<file path="config.mk">
export PLATFORM = sky130hd
export DESIGN_NAME = core_sequencer
export DESIGN_NICKNAME = d
export VERILOG_FILES = /design/src/rtl/core_ctrl_pkg.sv /design/src/rtl/bus_watchdog.sv /design/src/rtl/core_sequencer.sv
export SDC_FILE = /design/constraint.sdc
export NUM_CORES = 1
export LEC_CHECK = 0
export CAP_MARGIN = 0
export CORE_MARGIN = 2
export CORE_UTILIZATION = 51
export CTS_CLUSTER_SIZE = 8
export DETAILED_ROUTE_END_ITERATION = 8
export PLACE_DENSITY = 0.84
export SYNTH_ARGS = -nofsm -noshare
export SYNTH_HDL_FRONTEND = slang
export SYNTH_SLANG_ARGS = --single-unit
export TNS_END_PERCENT = 50
</file>
<file path="constraint.sdc">
create_clock -name clk -period 2.75 [get_ports clk]
set_clock_uncertainty 0.1 [all_clocks]
set_input_delay 0.55 -clock clk [delete_from_list [all_inputs] [get_ports clk]]
set_output_delay 0.55 -clock clk [all_outputs]
set_load 0.01 [all_outputs]
</file>
<file path="src/rtl/core_ctrl_pkg.sv">
// core_ctrl_pkg: shared state, opcode and trap-cause definitions for the rv32 control path
package core_ctrl_pkg;
  typedef logic [2:0] state_t;
  localparam state_t S_FETCH  = 3'd0;
  localparam state_t S_DECODE = 3'd1;
  localparam state_t S_EXEC   = 3'd2;
  localparam state_t S_MEM    = 3'd3;
  localparam state_t S_WB     = 3'd4;
  localparam state_t S_TRAP   = 3'd5;
  localparam logic [6:0] OPC_LUI    = 7'b0110111;
  localparam logic [6:0] OPC_AUIPC  = 7'b0010111;
  localparam logic [6:0] OPC_JAL    = 7'b1101111;
  localparam logic [6:0] OPC_JALR   = 7'b1100111;
  localparam logic [6:0] OPC_BRANCH = 7'b1100011;
  localparam logic [6:0] OPC_LOAD   = 7'b0000011;
  localparam logic [6:0] OPC_STORE  = 7'b0100011;
  localparam logic [6:0] OPC_OP_IMM = 7'b0010011;
  localparam logic [6:0] OPC_OP     = 7'b0110011;
  localparam logic [6:0] OPC_FENCE  = 7'b0001111;
  localparam logic [6:0] OPC_SYSTEM = 7'b1110011;
  typedef enum logic [1:0] {
    CAUSE_NONE    = 2'd0,
    CAUSE_ILLEGAL = 2'd1,
    CAUSE_IMEM_TO = 2'd2,
    CAUSE_DMEM_TO = 2'd3
  } trap_cause_e;
  function automatic logic opc_legal(input logic [6:0] op);
    return op inside {OPC_LUI, OPC_AUIPC, OPC_JAL, OPC_JALR, OPC_BRANCH, OPC_LOAD,
                      OPC_STORE, OPC_OP_IMM, OPC_OP, OPC_FENCE, OPC_SYSTEM};
  endfunction
endpackage

</file>
<file path="src/rtl/bus_watchdog.sv">
// bus_watchdog: counts unacknowledged request cycles and flags expiry at LIMIT (0 disables)
module bus_watchdog #(
  parameter int LIMIT = 255,
  parameter int W = 8
) (
  input  logic clk,
  input  logic rst,
  input  logic clr,
  input  logic req,
  input  logic ack,
  output logic expired
);
  logic [W-1:0] cnt;
  always_ff @(posedge clk) begin
    if (rst || clr) cnt <= '0;
    else if (req && !ack && cnt != W'(LIMIT)) cnt <= cnt + 1'b1;
  end
  assign expired = (LIMIT != 0) && req && !ack && cnt == W'(LIMIT);
endmodule

</file>
<file path="src/rtl/core_sequencer.sv">
// core_sequencer: multi-cycle rv32 control FSM; define CORE_SEQ_INSTRET_EN to add the instret counter
module core_sequencer
  import core_ctrl_pkg::*;
#(
  parameter int BUS_TIMEOUT = 255
) (
  input  logic       clk,
  input  logic       rst,
  input  logic [6:0] opcode,
  input  logic [4:0] rd,
  input  logic       branch_taken,
  input  logic       imem_ack,
  input  logic       dmem_ack,
  output logic       imem_req,
  output logic       ir_load,
  output logic       dmem_req,
  output logic       dmem_we,
  output logic       reg_write,
  output logic       pc_write,
  output logic       pc_sel_target,
  output logic [2:0] state_o,
  output logic       trap,
  output logic [1:0] trap_cause
`ifdef CORE_SEQ_INSTRET_EN
  , output logic [31:0] instret
`endif
);
  localparam int TO_W = BUS_TIMEOUT > 0 ? $clog2(BUS_TIMEOUT + 1) : 1;
  state_t state, nxt;
  trap_cause_e cause, cause_nxt;
  logic expired, is_br, is_ld, is_st, is_jmp, is_nop, in_f, in_m, run;
  assign is_br  = opcode == OPC_BRANCH;
  assign is_ld  = opcode == OPC_LOAD;
  assign is_st  = opcode == OPC_STORE;
  assign is_jmp = opcode == OPC_JAL || opcode == OPC_JALR;
  assign is_nop = opcode == OPC_FENCE || opcode == OPC_SYSTEM;
  assign in_f   = state == S_FETCH;
  assign in_m   = state == S_MEM;
  assign run    = !rst;
  always_comb begin
    nxt = state;
    cause_nxt = cause;
    case (state)
      S_FETCH: begin
        if (imem_ack) nxt = S_DECODE;
        else if (expired) begin
          nxt = S_TRAP;
          cause_nxt = CAUSE_IMEM_TO;
        end
      end
      S_DECODE: begin
        nxt = opc_legal(opcode) ? S_EXEC : S_TRAP;
        cause_nxt = opc_legal(opcode) ? cause : CAUSE_ILLEGAL;
      end
      S_EXEC: nxt = (is_br || is_nop) ? S_FETCH : (is_ld || is_st) ? S_MEM : S_WB;
      S_MEM: begin
        if (dmem_ack) nxt = is_st ? S_FETCH : S_WB;
        else if (expired) begin
          nxt = S_TRAP;
          cause_nxt = CAUSE_DMEM_TO;
        end
      end
      S_WB: nxt = S_FETCH;
      default: nxt = S_TRAP;
    endcase
  end
  always_ff @(posedge clk) begin
    if (rst) begin
      state <= S_FETCH;
      cause <= CAUSE_NONE;
    end else begin
      state <= nxt;
      cause <= cause_nxt;
    end
  end
  // FETCH and MEM never overlap, so one counter serves both; leaving a state restarts it
  bus_watchdog #(.LIMIT(BUS_TIMEOUT), .W(TO_W)) u_wdog (
    .clk(clk),
    .rst(rst),
    .clr(nxt != state),
    .req(in_f || in_m),
    .ack(in_f ? imem_ack : dmem_ack),
    .expired(expired)
  );
  assign imem_req      = run && in_f;
  assign ir_load       = imem_req && imem_ack;
  assign dmem_req      = run && in_m;
  assign dmem_we       = dmem_req && is_st;
  assign reg_write     = run && state == S_WB && rd != 5'd0;
  assign pc_write      = run && (state == S_WB || (state == S_EXEC && (is_br || is_nop)) ||
                                 (dmem_we && dmem_ack));
  assign pc_sel_target = run && ((state == S_EXEC && is_br && branch_taken) ||
                                 (state == S_WB && is_jmp));
  assign state_o       = run ? state : S_FETCH;
  assign trap          = run && state == S_TRAP;
  assign trap_cause    = run ? cause : CAUSE_NONE;
`ifdef CORE_SEQ_INSTRET_EN
  logic [31:0] instret_q;
  always_ff @(posedge clk) begin
    if (rst) instret_q <= '0;
    else if (pc_write) instret_q <= instret_q + 32'd1;
  end
  assign instret = run ? instret_q : 32'd0;
`endif
endmodule

</file>
==> flow_metrics.env <==
export IMPL_status="finished, final reports clean"
export IMPL_wl_per_cell_um=16.3
export IMPL_final_common_cell="buf_4"
export IMPL_synth_area_mm2=0.00108
export IMPL_cap_violations=0
export IMPL_grt_ovfl_total=0
export IMPL_io_buffers=29
export IMPL_path_clk_slew_ns=0.07
export IMPL_place_hpwl_mm=2.62
export IMPL_fmax_mhz=365
export IMPL_crit_arrival_ns=2.09
export IMPL_synthCells=138
export IMPL_ios=30
export IMPL_hold_viol_final=0
export IMPL_die_y_um=50.0
export IMPL_power_share_combinational_pct=36.3
export IMPL_drive_gt1_share_pct=28.4
export IMPL_final_cell_mix="buf_4, clkdlybuf4s50_1, nor2_1"
export IMPL_swShare_pct=32.1
export IMPL_placed_area_mm2=0.00152
export IMPL_rows=16
export IMPL_crit_fanout=4
export IMPL_dr_total_vias=1358
export IMPL_grt_start_max_net_pins=11
export IMPL_routed_wirelength_mm=3.65
export IMPL_grt_pass1_wl_mm=5.72
export IMPL_htreeDepth=1
export IMPL_area_growth_pct=51.3
export IMPL_cts_tree="done"
export IMPL_net_switching_power_uw=164
export IMPL_ant_nets=0
export IMPL_clock_sinks=13
export IMPL_die_x_um=50.0
export IMPL_drc_errors=0
export IMPL_initial_core_util_pct=54.5
export IMPL_synth_sequential_area_ratio_pct=24.1
export IMPL_grt_total_usage_pct=29.9
export IMPL_hold_buffers=0
export IMPL_crit_required_ns=2.10
export IMPL_fin_ws_ns=0.0102
export IMPL_avgSynthCellArea_um2=7.83
export IMPL_synth_async_reset_ratio_pct=0
export IMPL_internal_power_uw=346
export IMPL_clock_latency_ns=0.28
export IMPL_leakage_uw=0.000688
export IMPL_yosysWarnings=0
export IMPL_syn_num_nets=156
export IMPL_design_area_mm2=0.00164
export IMPL_antennaDiodeCount=0
export IMPL_dp_slack_ns=-0.491
export IMPL_slew_violations=0
export IMPL_synth_edf_count=0
export IMPL_antenna_found_initial=0
export IMPL_cp_start_kind="input port"
export IMPL_core_area_mm2=0.00198
export IMPL_yosysUniqueCellTypes=50
export IMPL_ys_ff_latch=13
export IMPL_end_kind="output port"
export IMPL_post_route_period_util_pct=99.6
export IMPL_finalSetupViolations=0
export IMPL_path_class="input port to output port"
export IMPL_numCtsBuffers=3
export IMPL_pwr_share_clk_pct=23.0
export IMPL_via_per_inst=6.06
export IMPL_root_buffer="clkbuf_4"
export IMPL_nets=216
export IMPL_drtIter0Drc=63
export IMPL_gp_congestion=0.895
export IMPL_grt_pass1_vias=1306
export IMPL_fillers=124
export IMPL_power_density_mw_per_mm2=312
export IMPL_worst_pin_slew_ns=0.461
export IMPL_ys_flop_type="dfxtp_1"
export IMPL_min_path_type="flip-flop to flip-flop"
export IMPL_seqPwrFrac_pct=40.7
export IMPL_peakVddDrop_mv=0.344
export IMPL_period_needed_ns=2.74
export IMPL_clk_path_buf_depth=2
export IMPL_drtPass1Iterations=4
export IMPL_dieArea_mm2=0.00250
export IMPL_relSlewSlack_pct=69.1
## worst max-delay path, stage by stage
cell             delay, ns
clkdlybuf4s50_1       0.55
nand2_1               0.10
a2bb2o_1              0.29
nand4_1               0.12
a21o_1                0.19
a21oi_1               0.12
buf_2                 0.15
## layer usage
metal / share of wire, % / track usage (%)
met5: 0 / 0
met4: 4.1 / 17.6
met3: 8.6 / 6.36
met2: 50 / 52.9
met1: 37 / 32.2
## power by group through the flow
stage / registers, µW / clock network (µW) / logic [µW]
2_1_floorplan: 204 / 0 / 98.0
3_3_place_gp: 211 / 0 / 170
3_5_place_dp: 211 / 0 / 174
4_1_cts: 207 / 118 / 177
5_1_grt: 208 / 127 / 197
6_report: 207 / 117 / 185
## path summary, 6_finish.rpt
path | from | endpoint | slack (ns) | cells past startpoint
hold reg to reg | cause[1]$_SDFFE_PP0P_ | cause[1]$_SDFFE_PP0P_ | 0.39 | 2
hold / removal | cause[1]$_SDFFE_PP0P_ | cause[1]$_SDFFE_PP0P_ | 0.39 | 2
setup / recovery | opcode[5] | pc_write | 0.01 | 7
setup reg to reg | state[1]$_SDFF_PP0_ | u_wdog.cnt[3]$_SDFFE_PP0P_ | 0.82 | 6
## stage by stage
stage	setup TNS [ns]	util (%)	power [µW]	hold slack (ns)	std cells
3_5_place_dp	-1.11	76.8	385	0.378	209
5_1_grt	-0.0428	82.5	533	0.423	224
6_report	0	82.5	510	0.389	224
2_1_floorplan	0	-	302	0.344	138
3_3_place_gp	-0.918	76.8	381	0.365	209
4_1_cts	0	81.3	502	0.390	223
## repair_timing
action | 4_1_cts | 5_1_grt
setup buffers | 10 | 1
pin swaps | 1 | 1
setup endpoints to repair | 6 | 13
gates resized for setup | 17 | 6
## synthesized netlist by cell type, types with 2 or more instances
library cell  count  area (µm²)
a31oi_1           2        12.5
nor3b_1           2        15.0
a21oi_1          10        50.1
nor4_1            3        18.8
nor2b_1           7        43.8
nand4_1           6        37.5
inv_1             6        22.5
nor2_1           18        67.6
buf_2             2        10.0
mux2i_1           4        40.0
nand2b_1          3        18.8
o21ai_0           4        20.0
dfxtp_1          13         260
nand3_1           5        25.0
o31ai_1           2        15.0
and3_1            3        18.8
o32a_1            2        20.0
nor3b_2           2        25.0
a211oi_2          3        37.5
nor3_1            2        10.0
nand2_1          10        37.5
## registers in the layout, indices dropped and copies added, names as in the netlist
signal and count:
state 3, u_wdog.cnt 8, cause 2
## cell families after synthesis
group,after synthesis,share of synthesized area [%]
adders and majority gates,1,1.16
and+or+nand+nor,71,38.5
AOI/OAI and AO/OA,36,25.8
xor gates and xnor gates,2,1.62
buffers and inverters,11,5.09
muxes,4,3.70
DFF,13,24.1
## final cells by class
cell class | count | area (µm²) | share of cell area (%)
multi-input combinational | 114 | 790 | 48.3
sequential | 13 | 260 | 15.9
clock buffer | 4 | 26.3 | 1.61
inverter | 6 | 22.5 | 1.38
timing repair buffer | 60 | 503 | 30.8
tap | 27 | 33.8 | 2.07
Note: power is estimated with default switching activity, not from simulation.
